<file path="config.mk">
export PLATFORM = sky130hd
export DESIGN_NAME = mac_array_seq_ctrl_flat
export DESIGN_NICKNAME = d
export VERILOG_FILES = /design/src/rtl/mac_array_seq_ctrl_if.sv /design/src/rtl/mac_array_seq_ctrl.sv /design/src/flat_wrapper.sv
export SDC_FILE = /design/constraint.sdc
export NUM_CORES = 1
export LEC_CHECK = 0
export CORE_MARGIN = 2
export CORE_UTILIZATION = 40
export DETAILED_ROUTE_END_ITERATION = 7
export HOLD_SLACK_MARGIN = 0.08
export PLACE_DENSITY = 0.66
export SETUP_SLACK_MARGIN = 0.4
export SKIP_LAST_GASP = 1
export SYNTH_ARGS = -nofsm -noshare
export SYNTH_HDL_FRONTEND = slang
export SYNTH_SLANG_ARGS = --single-unit
</file>
<file path="constraint.sdc">
create_clock -name clk -period 14.7 [get_ports clk]
set_clock_uncertainty 0.2 [all_clocks]
set_input_delay 2.94 -clock clk [delete_from_list [all_inputs] [get_ports clk]]
set_output_delay 2.94 -clock clk [all_outputs]
set_load 0.02 [all_outputs]
</file>
<file path="src/rtl/mac_array_seq_ctrl_if.sv">
// mac_array_seq_ctrl_if: control, operand-read and array-feed bundle of the MAC array sequencer.
//   start/k_len/accumulate/abort : run request and cancel (driven by master)
//   busy/done                    : run status and completion pulse
//   a_/b_rd_en, a_/b_rd_addr     : operand buffer read strobes and address k
//   a_/b_rd_data                 : 4 lanes of operands, valid one cycle after the read strobe
//   a_in_0..3, b_in_0..3         : skewed array feeds
//   mac_en/mac_clr               : array enable and accumulator clear
interface mac_array_seq_ctrl_if #(
   parameter int DW = 16,
   parameter int KW = 8
);
   logic          start;
   logic [KW-1:0] k_len;
   logic          accumulate;
   logic          abort;
   logic          busy;
   logic          done;
   logic          a_rd_en;
   logic          b_rd_en;
   logic [KW-1:0] a_rd_addr;
   logic [KW-1:0] b_rd_addr;
   logic [4*DW-1:0] a_rd_data;
   logic [4*DW-1:0] b_rd_data;
   logic [DW-1:0] a_in_0, a_in_1, a_in_2, a_in_3;
   logic [DW-1:0] b_in_0, b_in_1, b_in_2, b_in_3;
   logic          mac_en;
   logic          mac_clr;
   modport master (
      output start, k_len, accumulate, abort, a_rd_data, b_rd_data,
      input  busy, done, a_rd_en, b_rd_en, a_rd_addr, b_rd_addr,
      input  a_in_0, a_in_1, a_in_2, a_in_3, b_in_0, b_in_1, b_in_2, b_in_3,
      input  mac_en, mac_clr
   );
   modport slave (
      input  start, k_len, accumulate, abort, a_rd_data, b_rd_data,
      output busy, done, a_rd_en, b_rd_en, a_rd_addr, b_rd_addr,
      output a_in_0, a_in_1, a_in_2, a_in_3, b_in_0, b_in_1, b_in_2, b_in_3,
      output mac_en, mac_clr
   );
endinterface

</file>
<file path="src/rtl/mac_array_seq_ctrl.sv">
// mac_array_seq_ctrl: sequences one K-deep tile through a 4x4 MAC array (clear, feed, drain, done).
//   clk, rst : clock and asynchronous active-high reset
//   bus      : slave side of mac_array_seq_ctrl_if (run control, operand reads, skewed feeds, array control)
module mac_array_seq_ctrl #(
   parameter int DW = 16,
   parameter int KW = 8,
   parameter int DRAIN_CYC = 12
) (
   input logic clk,
   input logic rst,
   mac_array_seq_ctrl_if.slave bus
);
   localparam int CW = $clog2(DRAIN_CYC);
   typedef enum logic [2:0] {IDLE, CLEAR, FEED, DRAIN, DONE} state_t;
   state_t        state;
   logic [KW-1:0] k_q;
   logic [KW-1:0] addr;
   logic [CW-1:0] cnt;
   logic          busy_q, done_q, rd_en, mac_en_q, mac_clr_q;
   logic          flush;
   logic          rd_d;
   logic [2:0]    v;
   logic [4*DW-1:0] a_feed;
   logic [4*DW-1:0] b_feed;
   assign flush = bus.abort && state != IDLE;
   always_ff @(posedge clk or posedge rst)
      if (rst) begin
         state     <= IDLE;
         k_q       <= '0;
         addr      <= '0;
         cnt       <= '0;
         busy_q    <= 1'b0;
         done_q    <= 1'b0;
         rd_en     <= 1'b0;
         mac_en_q  <= 1'b0;
         mac_clr_q <= 1'b0;
      end else if (flush) begin
         state     <= IDLE;
         addr      <= '0;
         cnt       <= '0;
         busy_q    <= 1'b0;
         done_q    <= 1'b0;
         rd_en     <= 1'b0;
         mac_en_q  <= 1'b0;
         mac_clr_q <= 1'b0;
      end else begin
         case (state)
            IDLE:
               if (bus.start && !bus.abort) begin
                  k_q       <= bus.k_len;
                  busy_q    <= 1'b1;
                  state     <= bus.k_len == '0 ? DONE : CLEAR;
                  done_q    <= bus.k_len == '0;
                  mac_clr_q <= bus.k_len != '0 && !bus.accumulate;
               end
            CLEAR: begin
               state     <= FEED;
               mac_clr_q <= 1'b0;
               mac_en_q  <= 1'b1;
               rd_en     <= 1'b1;
               addr      <= '0;
            end
            FEED:
               if (addr == k_q - 1'b1) begin
                  state <= DRAIN;
                  rd_en <= 1'b0;
                  addr  <= '0;
                  cnt   <= '0;
               end else
                  addr <= addr + 1'b1;
            DRAIN:
               if (cnt == CW'(DRAIN_CYC - 1)) begin
                  state    <= DONE;
                  mac_en_q <= 1'b0;
                  done_q   <= 1'b1;
               end else
                  cnt <= cnt + 1'b1;
            DONE: begin
               state  <= IDLE;
               done_q <= 1'b0;
               busy_q <= 1'b0;
            end
            default: state <= IDLE;
         endcase
      end
   // rd_d marks read data present on a/b_rd_data; v[j] marks skew stage j holding valid data
   always_ff @(posedge clk or posedge rst)
      if (rst) begin
         rd_d <= 1'b0;
         v    <= '0;
      end else if (flush) begin
         rd_d <= 1'b0;
         v    <= '0;
      end else begin
         rd_d <= rd_en;
         v    <= {v[1:0], rd_d};
      end
   // lane r passes through r+1 stages so that row/column r enters the array r cycles later
   for (genvar r = 0; r < 4; r++) begin : g_lane
      logic [DW-1:0] a_sk [r+1];
      logic [DW-1:0] b_sk [r+1];
      always_ff @(posedge clk or posedge rst)
         if (rst) begin
            for (int j = 0; j <= r; j++) begin
               a_sk[j] <= '0;
               b_sk[j] <= '0;
            end
         end else if (flush) begin
            for (int j = 0; j <= r; j++) begin
               a_sk[j] <= '0;
               b_sk[j] <= '0;
            end
         end else begin
            a_sk[0] <= rd_d ? bus.a_rd_data[r*DW +: DW] : '0;
            b_sk[0] <= rd_d ? bus.b_rd_data[r*DW +: DW] : '0;
            for (int j = 1; j <= r; j++) begin
               a_sk[j] <= v[j-1] ? a_sk[j-1] : '0;
               b_sk[j] <= v[j-1] ? b_sk[j-1] : '0;
            end
         end
      assign a_feed[r*DW +: DW] = a_sk[r];
      assign b_feed[r*DW +: DW] = b_sk[r];
   end
   assign bus.busy      = busy_q;
   assign bus.done      = done_q;
   assign bus.a_rd_en   = rd_en;
   assign bus.b_rd_en   = rd_en;
   assign bus.a_rd_addr = addr;
   assign bus.b_rd_addr = addr;
   assign bus.mac_en    = mac_en_q;
   assign bus.mac_clr   = mac_clr_q;
   assign bus.a_in_0    = a_feed[0*DW +: DW];
   assign bus.a_in_1    = a_feed[1*DW +: DW];
   assign bus.a_in_2    = a_feed[2*DW +: DW];
   assign bus.a_in_3    = a_feed[3*DW +: DW];
   assign bus.b_in_0    = b_feed[0*DW +: DW];
   assign bus.b_in_1    = b_feed[1*DW +: DW];
   assign bus.b_in_2    = b_feed[2*DW +: DW];
   assign bus.b_in_3    = b_feed[3*DW +: DW];
endmodule

</file>
<file path="src/flat_wrapper.sv">
// flat-port wrapper written by rule: the top's interface ports become plain ports
module mac_array_seq_ctrl_flat 
#(
   parameter int DW = 16,
   parameter int KW = 8,
   parameter int DRAIN_CYC = 12
)
  (clk, rst, bus_start, bus_k_len, bus_accumulate, bus_abort, bus_a_rd_data, bus_b_rd_data, bus_busy, bus_done, bus_a_rd_en, bus_b_rd_en, bus_a_rd_addr, bus_b_rd_addr, bus_a_in_0, bus_a_in_1, bus_a_in_2, bus_a_in_3, bus_b_in_0, bus_b_in_1, bus_b_in_2, bus_b_in_3, bus_mac_en, bus_mac_clr);
  mac_array_seq_ctrl_if #(.DW(DW), .KW(KW)) bus_i ();
  input logic clk;
  input logic rst;
  input wire logic [$bits(bus_i.start)-1:0] bus_start;
  input wire logic [$bits(bus_i.k_len)-1:0] bus_k_len;
  input wire logic [$bits(bus_i.accumulate)-1:0] bus_accumulate;
  input wire logic [$bits(bus_i.abort)-1:0] bus_abort;
  input wire logic [$bits(bus_i.a_rd_data)-1:0] bus_a_rd_data;
  input wire logic [$bits(bus_i.b_rd_data)-1:0] bus_b_rd_data;
  output wire logic [$bits(bus_i.busy)-1:0] bus_busy;
  output wire logic [$bits(bus_i.done)-1:0] bus_done;
  output wire logic [$bits(bus_i.a_rd_en)-1:0] bus_a_rd_en;
  output wire logic [$bits(bus_i.b_rd_en)-1:0] bus_b_rd_en;
  output wire logic [$bits(bus_i.a_rd_addr)-1:0] bus_a_rd_addr;
  output wire logic [$bits(bus_i.b_rd_addr)-1:0] bus_b_rd_addr;
  output wire logic [$bits(bus_i.a_in_0)-1:0] bus_a_in_0;
  output wire logic [$bits(bus_i.a_in_1)-1:0] bus_a_in_1;
  output wire logic [$bits(bus_i.a_in_2)-1:0] bus_a_in_2;
  output wire logic [$bits(bus_i.a_in_3)-1:0] bus_a_in_3;
  output wire logic [$bits(bus_i.b_in_0)-1:0] bus_b_in_0;
  output wire logic [$bits(bus_i.b_in_1)-1:0] bus_b_in_1;
  output wire logic [$bits(bus_i.b_in_2)-1:0] bus_b_in_2;
  output wire logic [$bits(bus_i.b_in_3)-1:0] bus_b_in_3;
  output wire logic [$bits(bus_i.mac_en)-1:0] bus_mac_en;
  output wire logic [$bits(bus_i.mac_clr)-1:0] bus_mac_clr;
  assign bus_i.start = bus_start;
  assign bus_i.k_len = bus_k_len;
  assign bus_i.accumulate = bus_accumulate;
  assign bus_i.abort = bus_abort;
  assign bus_i.a_rd_data = bus_a_rd_data;
  assign bus_i.b_rd_data = bus_b_rd_data;
  assign bus_busy = bus_i.busy;
  assign bus_done = bus_i.done;
  assign bus_a_rd_en = bus_i.a_rd_en;
  assign bus_b_rd_en = bus_i.b_rd_en;
  assign bus_a_rd_addr = bus_i.a_rd_addr;
  assign bus_b_rd_addr = bus_i.b_rd_addr;
  assign bus_a_in_0 = bus_i.a_in_0;
  assign bus_a_in_1 = bus_i.a_in_1;
  assign bus_a_in_2 = bus_i.a_in_2;
  assign bus_a_in_3 = bus_i.a_in_3;
  assign bus_b_in_0 = bus_i.b_in_0;
  assign bus_b_in_1 = bus_i.b_in_1;
  assign bus_b_in_2 = bus_i.b_in_2;
  assign bus_b_in_3 = bus_i.b_in_3;
  assign bus_mac_en = bus_i.mac_en;
  assign bus_mac_clr = bus_i.mac_clr;
  mac_array_seq_ctrl #(.DW(DW), .KW(KW), .DRAIN_CYC(DRAIN_CYC)) u_core (.clk(clk), .rst(rst), .bus(bus_i));
endmodule
</file>
Yosys cells after proc, flatten, opt, wreduce, memory -nomap -nowiden
Index checks and enable logic that the tools add are counted.
W data, S select, Z words.
Word-level totals
  register bits after elaboration: 352
  bits of input ports: 141
  word-level logic and storage cells: 127
Operators by class
  add/sub/neg operators: 3
  eq/ne operators: 10
  mux-type cells: 59
  bitwise operators: 1
  reductions and logical operators: 23
Operators by type and width (count)
  $mux W16: 22
  $mux W64: 2
  $mux W48: 2
  $mux W32: 2
  $mux W3: 6
  $reduce_bool A3 Y1: 6
  $mux W8: 2
  $pmux W8 S2: 1
  $mux W1: 12
  $mux W4: 3
  $pmux W3 S4: 1
  $reduce_and A3 Y1: 4
  $ne A3 B1 Y1 const B: 3
  $add A8 B1 Y8 const B: 1
  $eq A8 B8 Y1: 1
  $logic_not A8 Y1: 1
  $pmux W1 S2: 4
  $pmux W4 S2: 1
  $reduce_and A2 Y1: 4
  $reduce_bool A8 Y1: 1
  $sub A8 B1 Y8 const B: 1
  $eq A3 B2 Y1 const B: 2
  $add A4 B1 Y4 const B: 1
  $eq A4 B4 Y1 const B: 1
  9 further kinds: 12

Logic depth before layout (Yosys ltp)
Gate-level depths: netlist of the first run.
  word-level depth: 5
  depth in mapped cells: 9
  gate-level depth less buffers: 8

Worst setup path before layout of the first run
Ideal clock, no wire load.
  path type: input -> register
  start point: in bus_abort
  end point: reg u_core.state[0]
  arrival time: 4.087 ns
  slack: 10.293 ns
  stages on the path: 6
  cell sequence: clkbuf_1 > nor3_1 > nand2_1 > or2_1 > buf_6 > a31o_1
Between the ends
  longest elaborated chain between the ends: 4
RTL lines
  start, declared: RTL line flat_wrapper.sv:15  | input wire logic [$bits(bus_i.abort)-1:0] bus_abort;
  $logic_not A1 Y1: RTL line mac_array_seq_ctrl.sv:49  | if (bus.start && !bus.abort) begin
  $logic_and A1 B1 Y1: RTL line mac_array_seq_ctrl.sv:49
  $ne A3 B1 Y1 (no line)
  $reduce_and A3 Y1 (no line)
  end signal, assigned: RTL line mac_array_seq_ctrl.sv:52  | state <= bus.k_len == '0 ? DONE : CLEAR;
  end, declared: RTL line mac_array_seq_ctrl.sv:15  | state_t state;
Several ways; a longest one is shown, not always the timed one.
A chain may end at the register's enable or synchronous reset.

Worst setup path in the final report of the first run
  start point: in bus_abort
  end point: reg u_core.g_lane[1].a_sk[28] in the netlist's numbering
Between the ends
  longest elaborated chain between the ends: 2
RTL lines
  $logic_and A1 B1 Y1: RTL line mac_array_seq_ctrl.sv:25  | assign flush = bus.abort && state != IDLE;
  $mux W32: RTL line mac_array_seq_ctrl.sv:108  | end else if (flush) begin
  end signal, assigned by index: RTL line mac_array_seq_ctrl.sv:117  | a_sk[j] <= v[j-1] ? a_sk[j-1] : '0;
  end, declared: RTL line mac_array_seq_ctrl.sv:100  | logic [DW-1:0] a_sk [r+1];
Every way passes these cells.

==> reports/qor.txt, run 1 <==
Die ar. = 33600 µm²
GRT overflow = 0
LEAKAGE = 8.82 nW
Slew Limit Fails = 0
Distinct cells, synth = 52
Synth Area in Adders = 0.00292
Yosys reg bits = 352
Setup repair bufs after CTS = 0
Crit. End Element = register
Run status = complete, no violations
Min-delay worst type = register to register
Asr flop ratio synth = 1.00
DRT iter0 DRCs = 481
Fmax = 162 MHz
Multiplexer area fraction after synthesis = 0.00778
Hold buffer count at CTS = 0
Post-DP HPWL = 17000 µm
Synth Area in XOR/XNOR = 0.00952
Initial antenna violation count = 3
Largest cells by area after synthesis = dfrtp_1 68%, and3_1 16%, buf_4 6.1%
Chip height = 183 µm
First-pass GRT wire length = 42500 µm
Core Region = 31600 µm²
Final period utilization = 0.419
TritonCTS clock tree = done
Detailed-route via count = 7699
Cts repair resizes = 0
Largest family of logic cells by synthesized area = simple AND/OR/NAND/NOR gates
Crit path max fanout = 135
Worst R2R End = u_core.g_lane[1].a_sk[28]
Post-synth EDFFs = 0
Pwr dens = 141 nW/µm²
Worst-path clk slew = 0.06 ns
Largest net degree at the start of global routing = 167
CP dominant cell by count = buf_4
R2R depth = 5
Slew HR = 0.284
Reg-to-Reg Start = u_core.state[1]
Minimum clock period = 6.16 ns
Slowest stage cell, crit path = buf_4
Compound-Gate Fraction of Synth Area = 0.0253
Nets@finish = 1303
Vias in the first global route = 7716
CTS root buf = clkbuf_16
Critical Path RT = 14.95 ns
Area grow syn2layout = 28.8%
Crit path DAT = 6.41 ns
Endpoints failing hold = 0
TritonCTS buffer count = 38
Critical Path Source Type = input pin
Via density = 4.83
First-pass iteration count of the detailed router = 6
Maxcap violations = 0
Gpl congestion = 0.768
DRC violation count after routing = 0
Final setup viols = 0
CP Cell Sequence = clkdlybuf4s50_1 -> nand2_4 -> buf_4 -> buf_4 -> and3_1
Yosys Warn Count = 0
Simple-Gate Fraction of Synth Area = 0.185
Setup TNS = 0 ns
Mapped Area = 12900 µm²
Syn_area_per_cell = 12.8 µm²
Post-synth top area cell = dfrtp_1
Wire length per cell = 17.0 µm
Top FF cell, synth = dfrtp_1
Layout cells sized above 1 = 0.0682
Syn Nets = 1148
Dpl cells = 1521
Critical path type = input pin to register
Hold EP = u_core.bus.b_in_1[4]
Die W = 183 µm
Fin cells = 1593
Flop-to-flop setup slack = 10.77 ns
IO Port Bufs = 290
Area share of the largest cell type after synthesis = 0.684
Sequential fraction of the synthesis area = 0.684
Worst-skew pair later-pin latency = 0.52 ns
WHS Path Cells = 1
GRT Overall Usage = 0.160
Slew @ Worst Pin = 1.07 ns
CTS max path bufs = 3
Row Count = 65
Initial Util = 0.407
Top Ports = 291
Max H-tree Level = 2
Max VDD drop = 0.0977 mV
Detail Route Antenna Nets = 0
CP peak stage delay = 0.90 ns
Routed WL = 27100 µm
Cells after Synth = 1004
Min-delay src = u_core.g_lane[1].b_sk[20]
RSZ-0062 raised after global routing = false
Clock sink count = 352
## stage by stage
step	hold WS (ns)	setup WS [ns]	utilization	total power, W	area (µm²)
6_report	0.269	8.54	0.524	0.00234	16600
3_5_place_dp	0.263	8.05	0.483	0.00140	15300
2_1_floorplan	0.251	1.80	-	0.00127	12900
4_1_cts	0.274	8.60	0.524	0.00238	16600
5_1_grt	0.288	8.22	0.524	0.00246	16600
3_3_place_gp	0.254	8.11	0.483	0.00140	15300
## cells in the final DEF, fill, tap and decap left out, types with 2 or more instances in the layout
cell type	synthesis	final
bufinv_16	0	4
clkinvlp_4	0	2
inv_1	5	4
a22o_1	3	3
nand2_1	11	10
a21oi_1	16	16
xnor2_1	9	9
clkbuf_1	74	8
buf_4	105	5
or3_1	2	2
dfrtp_1	352	350
clkdlybuf4s50_1	0	290
clkinv_2	0	8
nor2_1	18	18
clkinv_8	0	2
o31ai_1	3	3
and2_1	6	6
ha_1	3	3
o21ai_0	8	8
a211oi_1	2	2
nor2b_1	5	5
nand3_1	6	6
nor3_1	8	8
diode_2	0	3
and3_1	321	321
a21o_1	3	3
clkbuf_16	0	39
mux2_2	8	8
xor2_1	5	5
nor4_1	2	2
clkbuf_8	0	6
## synth_stat cells, drive strengths merged (2+ instances only)
| cell | number |
|---|---|
| dfrtp | 352 |
| and3 | 321 |
| buf | 107 |
| clkbuf | 74 |
| nor2 | 18 |
| a21oi | 16 |
| nand2 | 11 |
| xnor2 | 9 |
| mux2 | 8 |
| nor3 | 8 |
| o21ai | 8 |
| and2 | 6 |
| nand3 | 6 |
| inv | 5 |
| nor2b | 5 |
| xor2 | 5 |
| a211oi | 3 |
| a21o | 3 |
| a22o | 3 |
| ha | 3 |
| nor4 | 3 |
| o31ai | 3 |
| or2 | 2 |
| or3 | 2 |
## per-layer routing
layer	up-vias	GRT usage	share of wire
li1	3634	-	-
met1	3789	0.203	0.41
met2	215	0.261	0.49
met3	61	0.0423	0.059
met4	0	0.0704	0.036
met5	-	0	0
## how the worst max path moves through the flow
stage,from,to,depth (start not counted)
3_3_place_gp,bus_abort,u_core.g_lane[1].a_sk[28],5
4_1_cts,bus_abort,u_core.g_lane[2].a_sk[34],5
5_1_grt,bus_abort,u_core.g_lane[2].a_sk[16],5
6_report,bus_abort,u_core.g_lane[1].a_sk[28],5
3_5_place_dp,bus_abort,u_core.g_lane[2].b_sk[34],5
2_1_floorplan,rst,u_core.bus.a_in_0[0],1
## power by group
part / switching [W] / total [W] / internal [W]
sequential: 0.0000649 / 0.00110 / 0.00104
clock: 0.000374 / 0.000964 / 0.000590
combinational: 0.000148 / 0.000277 / 0.000129
## state kept, by name (all words and copies together), names as in the netlist, 3 cells and up
register and count:
u_core.bus.a_rd_addr 8, u_core.bus.a_in_2 16, u_core.bus.b_in_0 16, u_core.cnt 4
u_core.v 3, u_core.state 3, u_core.bus.a_in_0 16, u_core.bus.b_in_1 16
u_core.bus.a_in_1 16, u_core.bus.b_in_3 16, u_core.g_lane.b_sk 96, u_core.bus.a_in_3 16
u_core.k_q 8, u_core.bus.b_in_2 16, u_core.g_lane.a_sk 96
## logic make-up after synthesis
group                    Yosys count
AND/OR/NAND/NOR                  391
buffers and inverters            186
flip-flops                       352
adder cells (fa/ha/maj)            3
AO/OA/AOI/OAI                     49
XOR/XNOR                          14
multiplexers                       9
## layout make-up
type	count	area [µm²]
clock buffers	53	1090
fillers	2688	15100
inverters	5	26.3
repair buffers	296	2960
clock inverters	16	208
flip-flops and latches	352	8810
diodes	3	7.51
well taps	402	503
multi-input cells	466	2970
## critical path: cells and delay by family
family	cells	cell delay (ns)
simple gates	2	1.04
buf+inv	3	2.31
No activity file was read; power rests on OpenSTA's default activity.
==> run 2: changes to the inputs <==
- clock period: 14.7 -> 5.79 ns (I/O delays scaled with it)
==> run 2 against run 1 <==
Effect of this change: global-route usage rose by 0.22 points; cell count barely moved; setup slack got worse by 6.1 ns; hold slack got worse by 0.0075 ns; non-clock buffer count rose by 3; via count rose by 1.0%; sequential share of layout area fell by 0.32 points; register-to-register slack got worse by 7.9 ns; sequential power rose to 2.6 times the previous value; largest cell class unchanged.
==> reports/qor.txt, run 2 (synthesis gave the netlist of run 1 again) <==
Run status = complete, no violations (unchanged)
Chip height = 183 µm (unchanged)
Detail Route Antenna Nets = 0 (unchanged)
Final period utilization = 0.585
Slew HR = 0.278 (was 0.284)
Fmax = 295 MHz
Dpl cells = 1524 (was 1521)
Min-delay worst type = register to register (unchanged)
GRT Overall Usage = 0.163 (was 0.160)
Reg-to-Reg Start = u_core.state[1] (unchanged)
LEAKAGE = 8.87 nW (was 8.82 nW)
Largest regs = u_core.g_lane.a_sk (96), u_core.g_lane.b_sk (96) (unchanged)
Worst R2R End = u_core.g_lane[2].a_sk[45] (was u_core.g_lane[1].a_sk[28])
Hold EP = u_core.g_lane[3].b_sk[46] (was u_core.bus.b_in_1[4])
CTS root buf = clkbuf_16 (unchanged)
Initial Util = 0.407 (unchanged)
WHS Path Cells = 1 (unchanged)
Via density = 4.89 (was 4.83)
Top Ports = 291 (unchanged)
Crit path DAT = 3.58 ns (was 6.41 ns)
Flop-to-flop setup slack = 2.91 ns (was 10.77 ns)
Maxcap violations = 0 (unchanged)
Most common cell after layout, fill and taps aside = dfrtp_1 (unchanged)
Critical Path Source Type = input pin (unchanged)
Utilization after layout = 0.527 (was 0.524)
TritonCTS buffer count = 37 (was 38)
GRT overflow = 0 (unchanged)
Core Region = 31600 µm² (unchanged)
Final setup viols = 0 (unchanged)
Critical Path RT = 5.99 ns (was 14.95 ns)
Row Count = 65 (unchanged)
Gpl congestion = 0.829 (was 0.768)
Routed WL = 27400 µm (was 27100 µm)
Pwr dens = 365 nW/µm² (was 141 nW/µm²)
CTS max path bufs = 3 (unchanged)
Die W = 183 µm (unchanged)
IO Port Bufs = 290 (unchanged)
Largest net degree at the start of global routing = 130 (was 167)
Placed Area = 15300 µm² (about the same)
Max VDD drop = 0.205 mV (was 0.0977 mV)
Clock sink count = 352 (unchanged)
Cts repair resizes = 0 (unchanged)
Endpoints failing hold = 0 (unchanged)
Crit. End Element = register (unchanged)
R2R depth = 4 (was 5)
Critical path type = input pin to register (unchanged)
Post-Place Worst Slack = 1.94 ns (was 8.05 ns)
Worst-skew pair later-pin latency = 0.51 ns (was 0.52 ns)
Detailed-route via count = 7777 (was 7699)
TritonCTS clock tree = done (unchanged)
Hold buffer count at CTS = 0 (unchanged)
Die ar. = 33600 µm² (unchanged)
Slew @ Worst Pin = 1.08 ns (was 1.07 ns)
RSZ-0062 raised after global routing = false (unchanged)
Post-DP HPWL = 17400 µm (was 17000 µm)
Crit path max fanout = 120 (was 135)
Setup TNS = 0 ns (unchanged)
Wire length per cell = 17.2 µm (was 17.0 µm)
Fin cells = 1592 (was 1593)
Minimum clock period = 3.38 ns
Min-delay src = u_core.g_lane[3].b_sk[62] (was u_core.g_lane[1].b_sk[20])
Setup ws final = 2.41 ns (was 8.54 ns)
DRT iter0 DRCs = 522 (was 481)
Max H-tree Level = 2 (unchanged)
Fin area = 16700 µm² (was 16600 µm²)
Commonest non-fill, non-tap cells in the layout = 349 x dfrtp_1, 321 x and3_1, 290 x clkdlybuf4s50_1 (was 350 x dfrtp_1, 321 x and3_1, 290 x clkdlybuf4s50_1)
Slew Limit Fails = 0 (unchanged)
Layout cells sized above 1 = 0.0699 (was 0.0682)
Area grow syn2layout = 29.6% (was 28.8%)
Setup repair bufs after CTS = 0 (unchanged)
Initial antenna violation count = 4 (was 3)
Vias in the first global route = 7724 (was 7716)
First-pass iteration count of the detailed router = 5 (was 6)
Nets@finish = 1305 (was 1303)
DRC violation count after routing = 0 (unchanged)
First-pass GRT wire length = 43000 µm (was 42500 µm)
Worst-path clk slew = 0.06 ns (about the same)
[run 2: changes by cell type in the layout (fill, tap and decap cells not counted), moves of 2 or more]
cell       previous run  this run
clkinv_2              8         6
clkbuf_8              6         3
bufinv_16             4         8
inv_6                 0         2
buf_12                1         4
[run 2: worst max-delay path: stages]
cell and delay [ns]:
clkdlybuf4s50_1 0.87, nand2_4 0.68, buf_4 0.53, and3_1 0.25
[run 2: cell type report]
cell class	count	area [µm²]
Fill cell	2621	15000
Sequential cell	352	8810
Timing Repair Buffer	299	3020
Multi-Input combinational cell	466	2970
Clock buffer	48	1020
Tap cell	402	503
Clock inverter	18	324
Inverter	5	22.5
Antenna cell	2	5.00
[run 2: how the worst max path moves through the flow]
stage          cells past startpoint      start                   endpoint
2_1_floorplan                      1        rst       u_core.bus.a_in_0[0]
3_5_place_dp                       4  bus_abort  u_core.g_lane[2].a_sk[45]
4_1_cts                            4  bus_abort  u_core.g_lane[2].a_sk[45]
5_1_grt                            4  bus_abort  u_core.g_lane[2].a_sk[42]
3_3_place_gp                       4  bus_abort  u_core.g_lane[2].a_sk[38]
6_report                           4  bus_abort  u_core.g_lane[2].a_sk[45]
[run 2: layer usage]
metal | vias up | share of wire | GRT usage | wire [µm]
met3 | 51 | 0.059 | 0.0415 | 1630
li1 | 3634 | - | - | -
met2 | 211 | 0.51 | 0.271 | 13900
met5 | - | 0.00098 | 0 | 27
met1 | 3877 | 0.41 | 0.207 | 11100
met4 | 4 | 0.025 | 0.0554 | 684
[run 2: per-stage QoR]
stage	hold WS [ns]	power, W
final	0.261	0.00609
after global routing	0.283	0.00636
after CTS	0.265	0.00617
after detailed placement	0.256	0.00357
after global placement	0.255	0.00355
after floorplan	0.251	0.00324
[run 2: power by group]
| group | internal [W] | switching, W | total, W |
|---|---|---|---|
| logic | 0.000333 | 0.000376 | 0.000709 |
| registers | 0.00264 | 0.000169 | 0.00281 |
| clock network | 0.00161 | 0.000966 | 0.00258 |
==> run 3: changes to the inputs <==
- clock period: 5.79 -> 3.2 ns (I/O delays scaled with it)
==> run 3 against run 2 <==
Effect of this change: sequential power increased by 82%; utilization rose by 0.27 points; critical path depth up 4; total power rose by 78%; critical endpoint is now u_core.state[0]; largest power group unchanged.
==> reports/qor.txt, run 3 (synthesis gave the netlist of run 1 again) <==
Dpl cells = 1533 (was 1524)
Slowest stage cell, crit path = dfrtp_1 (was clkdlybuf4s50_1)
Core Region = 31600 µm² (unchanged)
Post-DP HPWL = 17900 µm (was 17400 µm)
Logic pwr share = 0.119 (was 0.116)
Worst-path clk slew = 0.06 ns (about the same)
Switch Pwr = 0.00268 W (was 0.00151 W)
Hold slack = 0.268 ns (was 0.261 ns)
TritonCTS buffer count = 38 (was 37)
Routed WL = 27300 µm (was 27400 µm)
Internal Pwr Total = 0.00816 W (was 0.00458 W)
CTS max path bufs = 3 (unchanged)
Endpoints failing hold = 0 (unchanged)
Crit path DAT = 2.87 ns (was 3.58 ns)
Slew @ Worst Pin = 1.08 ns (about the same)
Critical Path Source Type = register (was input pin)
Wire length per cell = 17.1 µm (was 17.2 µm)
Detailed-route via count = 7775 (was 7777)
First-pass GRT wire length = 43100 µm (was 43000 µm)
Commonest non-fill, non-tap cells in the layout = 349 x dfrtp_1, 321 x and3_1, 290 x clkdlybuf4s50_1 (unchanged)
Top Ports = 291 (unchanged)
CP peak stage delay = 0.43 ns (was 0.87 ns)
Fmax = 374 MHz
Layout cells sized above 1 = 0.0751 (was 0.0699)
Min-delay worst type = register to register (unchanged)
Filler Cells Inserted = 2669 (was 2621)
Sequential power share = 0.471 (was 0.460)
Nets@finish = 1315 (was 1305)
Initial antenna violation count = 2 (was 4)
Power, Total = 0.0108 W (was 0.00609 W)
Critical Path RT = 3.40 ns (was 5.99 ns)
Slew HR = 0.277 (was 0.278)
Die ar. = 33600 µm² (unchanged)
Vias in the first global route = 7920 (was 7724)
GRT Overall Usage = 0.162 (was 0.163)
Area grow syn2layout = 30.2% (was 29.6%)
First-pass iteration count of the detailed router = 4 (was 5)
Worst-skew pair later-pin latency = 0.50 ns (was 0.51 ns)
Levels on crit path = 8 (was 4)
Setup repair bufs after CTS = 0 (unchanged)
DRC violation count after routing = 0 (unchanged)
Diodes inserted = 0 (was 2)
Crit. End Element = register (unchanged)
IO Port Bufs = 290 (unchanged)
Slew Limit Fails = 0 (unchanged)
Flop-to-flop setup slack = 0.52 ns (was 2.91 ns)
Via density = 4.86 (was 4.89)
DRT iter0 DRCs = 485 (was 522)
Chip height = 183 µm (unchanged)
CP Cell Sequence = inv_1 -> ha_1 -> or3b_1 -> o31a_1 -> o211ai_1 -> a211oi_4 -> or2_1 -> a31o_1 (was clkdlybuf4s50_1 -> nand2_4 -> buf_4 -> and3_1)
Final period utilization = 0.836
Largest net degree at the start of global routing = 130 (unchanged)
Most common cell after layout, fill and taps aside = dfrtp_1 (unchanged)
Pwr dens = 646 nW/µm² (was 365 nW/µm²)
Final setup viols = 0 (unchanged)
R2R depth = 8 (was 4)
WP buf/inv = 1 (was 2)
Crit path to = u_core.state[0] (was u_core.g_lane[2].a_sk[45])
CP Launch Point = u_core.k_q[0] (was bus_abort)
Crit path max fanout = 9 (was 120)
Multi-input gate area = 2980 µm² (was 2970 µm²)
Row Count = 65 (unchanged)
TritonCTS clock tree = done (unchanged)
Gpl congestion = 0.814 (was 0.829)
Minimum clock period = 2.68 ns
Clock sink count = 352 (unchanged)
Maxcap violations = 0 (unchanged)
LEAKAGE = 8.91 nW (was 8.87 nW)
Clock Power Share = 0.410 (was 0.423)
Critical path type = register to register (was input pin to register)
FF/Latch Area = 8810 µm² (unchanged)
Max H-tree Level = 2 (unchanged)
Max VDD drop = 0.297 mV (was 0.205 mV)
Worst R2R End = u_core.state[0] (was u_core.g_lane[2].a_sk[45])
Hold buffer count at CTS = 0 (unchanged)
GRT overflow = 0 (unchanged)
Switching share of power = 0.247 (was 0.248)
Cell family with most CP delay = compound AO/OA/AOI/OAI gates (was buffers and inverters)
Run status = complete, no violations (unchanged)
CTS root buf = clkbuf_16 (unchanged)
Die W = 183 µm (unchanged)
RSZ-0062 raised after global routing = false (unchanged)
Largest regs = u_core.g_lane.a_sk (96), u_core.g_lane.b_sk (96) (unchanged)
Reg-to-Reg Start = u_core.k_q[0] (was u_core.state[1])
Initial Util = 0.407 (unchanged)
Detail Route Antenna Nets = 0 (unchanged)
Fin cells = 1600 (was 1592)
[run 3: cell types whose count changed in the layout (fill, tap and decap cells not counted), sizes merged]
cell,change
inv,-3
clkbuf,+9
bufinv,-4
buf,+9
diode,-2
clkinv,-1
[run 3: per-layer routing]
layer / up-vias / GRT usage / wire length (µm)
met1: 3860 / 0.207 / 11400
met2: 198 / 0.269 / 13500
met4: 4 / 0.0541 / 742
met5: - / 0 / 27
li1: 3658 / - / -
met3: 55 / 0.0419 / 1600
[run 3: through the flow]
stage,worst slack (ns),utilization,cell area [µm²],setup TNS [ns]
6_report,0.524,0.530,16800,0
5_1_grt,0.434,0.530,16800,0
4_1_cts,0.492,0.530,16800,0
3_5_place_dp,0.342,0.489,15500,0
3_3_place_gp,0.464,0.489,15500,0
2_1_floorplan,-2.35,-,12900,-828.74
[run 3: how the worst min path moves through the flow]
stage,start,to,cells after the start
after detailed placement,u_core.g_lane[3].b_sk[47],u_core.g_lane[3].b_sk[31],1
after CTS,u_core.g_lane[3].b_sk[53],u_core.g_lane[3].b_sk[37],1
after global routing,u_core.g_lane[2].a_sk[30],u_core.bus.a_in_2[14],1
after global placement,u_core.g_lane[3].b_sk[63],u_core.g_lane[3].b_sk[47],1
after floorplan,u_core.g_lane[3].b_sk[31],u_core.bus.b_in_3[15],1
final,u_core.g_lane[1].b_sk[31],u_core.bus.b_in_1[15],1
[run 3: cell type report]
| cell class | count | area share |
|---|---|---|
| tap | 402 | 0.0300 |
| clock inverter | 10 | 0.0103 |
| timing repair buffer | 308 | 0.188 |
| inverter | 5 | 0.00134 |
| clock buffer | 57 | 0.0670 |
| multi-input combinational | 466 | 0.178 |
| sequential | 352 | 0.526 |
[run 3: timing repair]
action	in CTS	in global routing
endpoints found under the hold margin	0	0
gates resized for setup	0	1
setup endpoints to repair	0	11
[run 3: power groups by stage]
stage                     sequential [W]  clock [W]  combinational, W
after CTS                        0.00512    0.00455           0.00130
final                            0.00511    0.00444           0.00129
after global routing             0.00517    0.00475           0.00142
after detailed placement         0.00520          0           0.00130
after floorplan                  0.00506          0          0.000799
after global placement           0.00518          0           0.00128
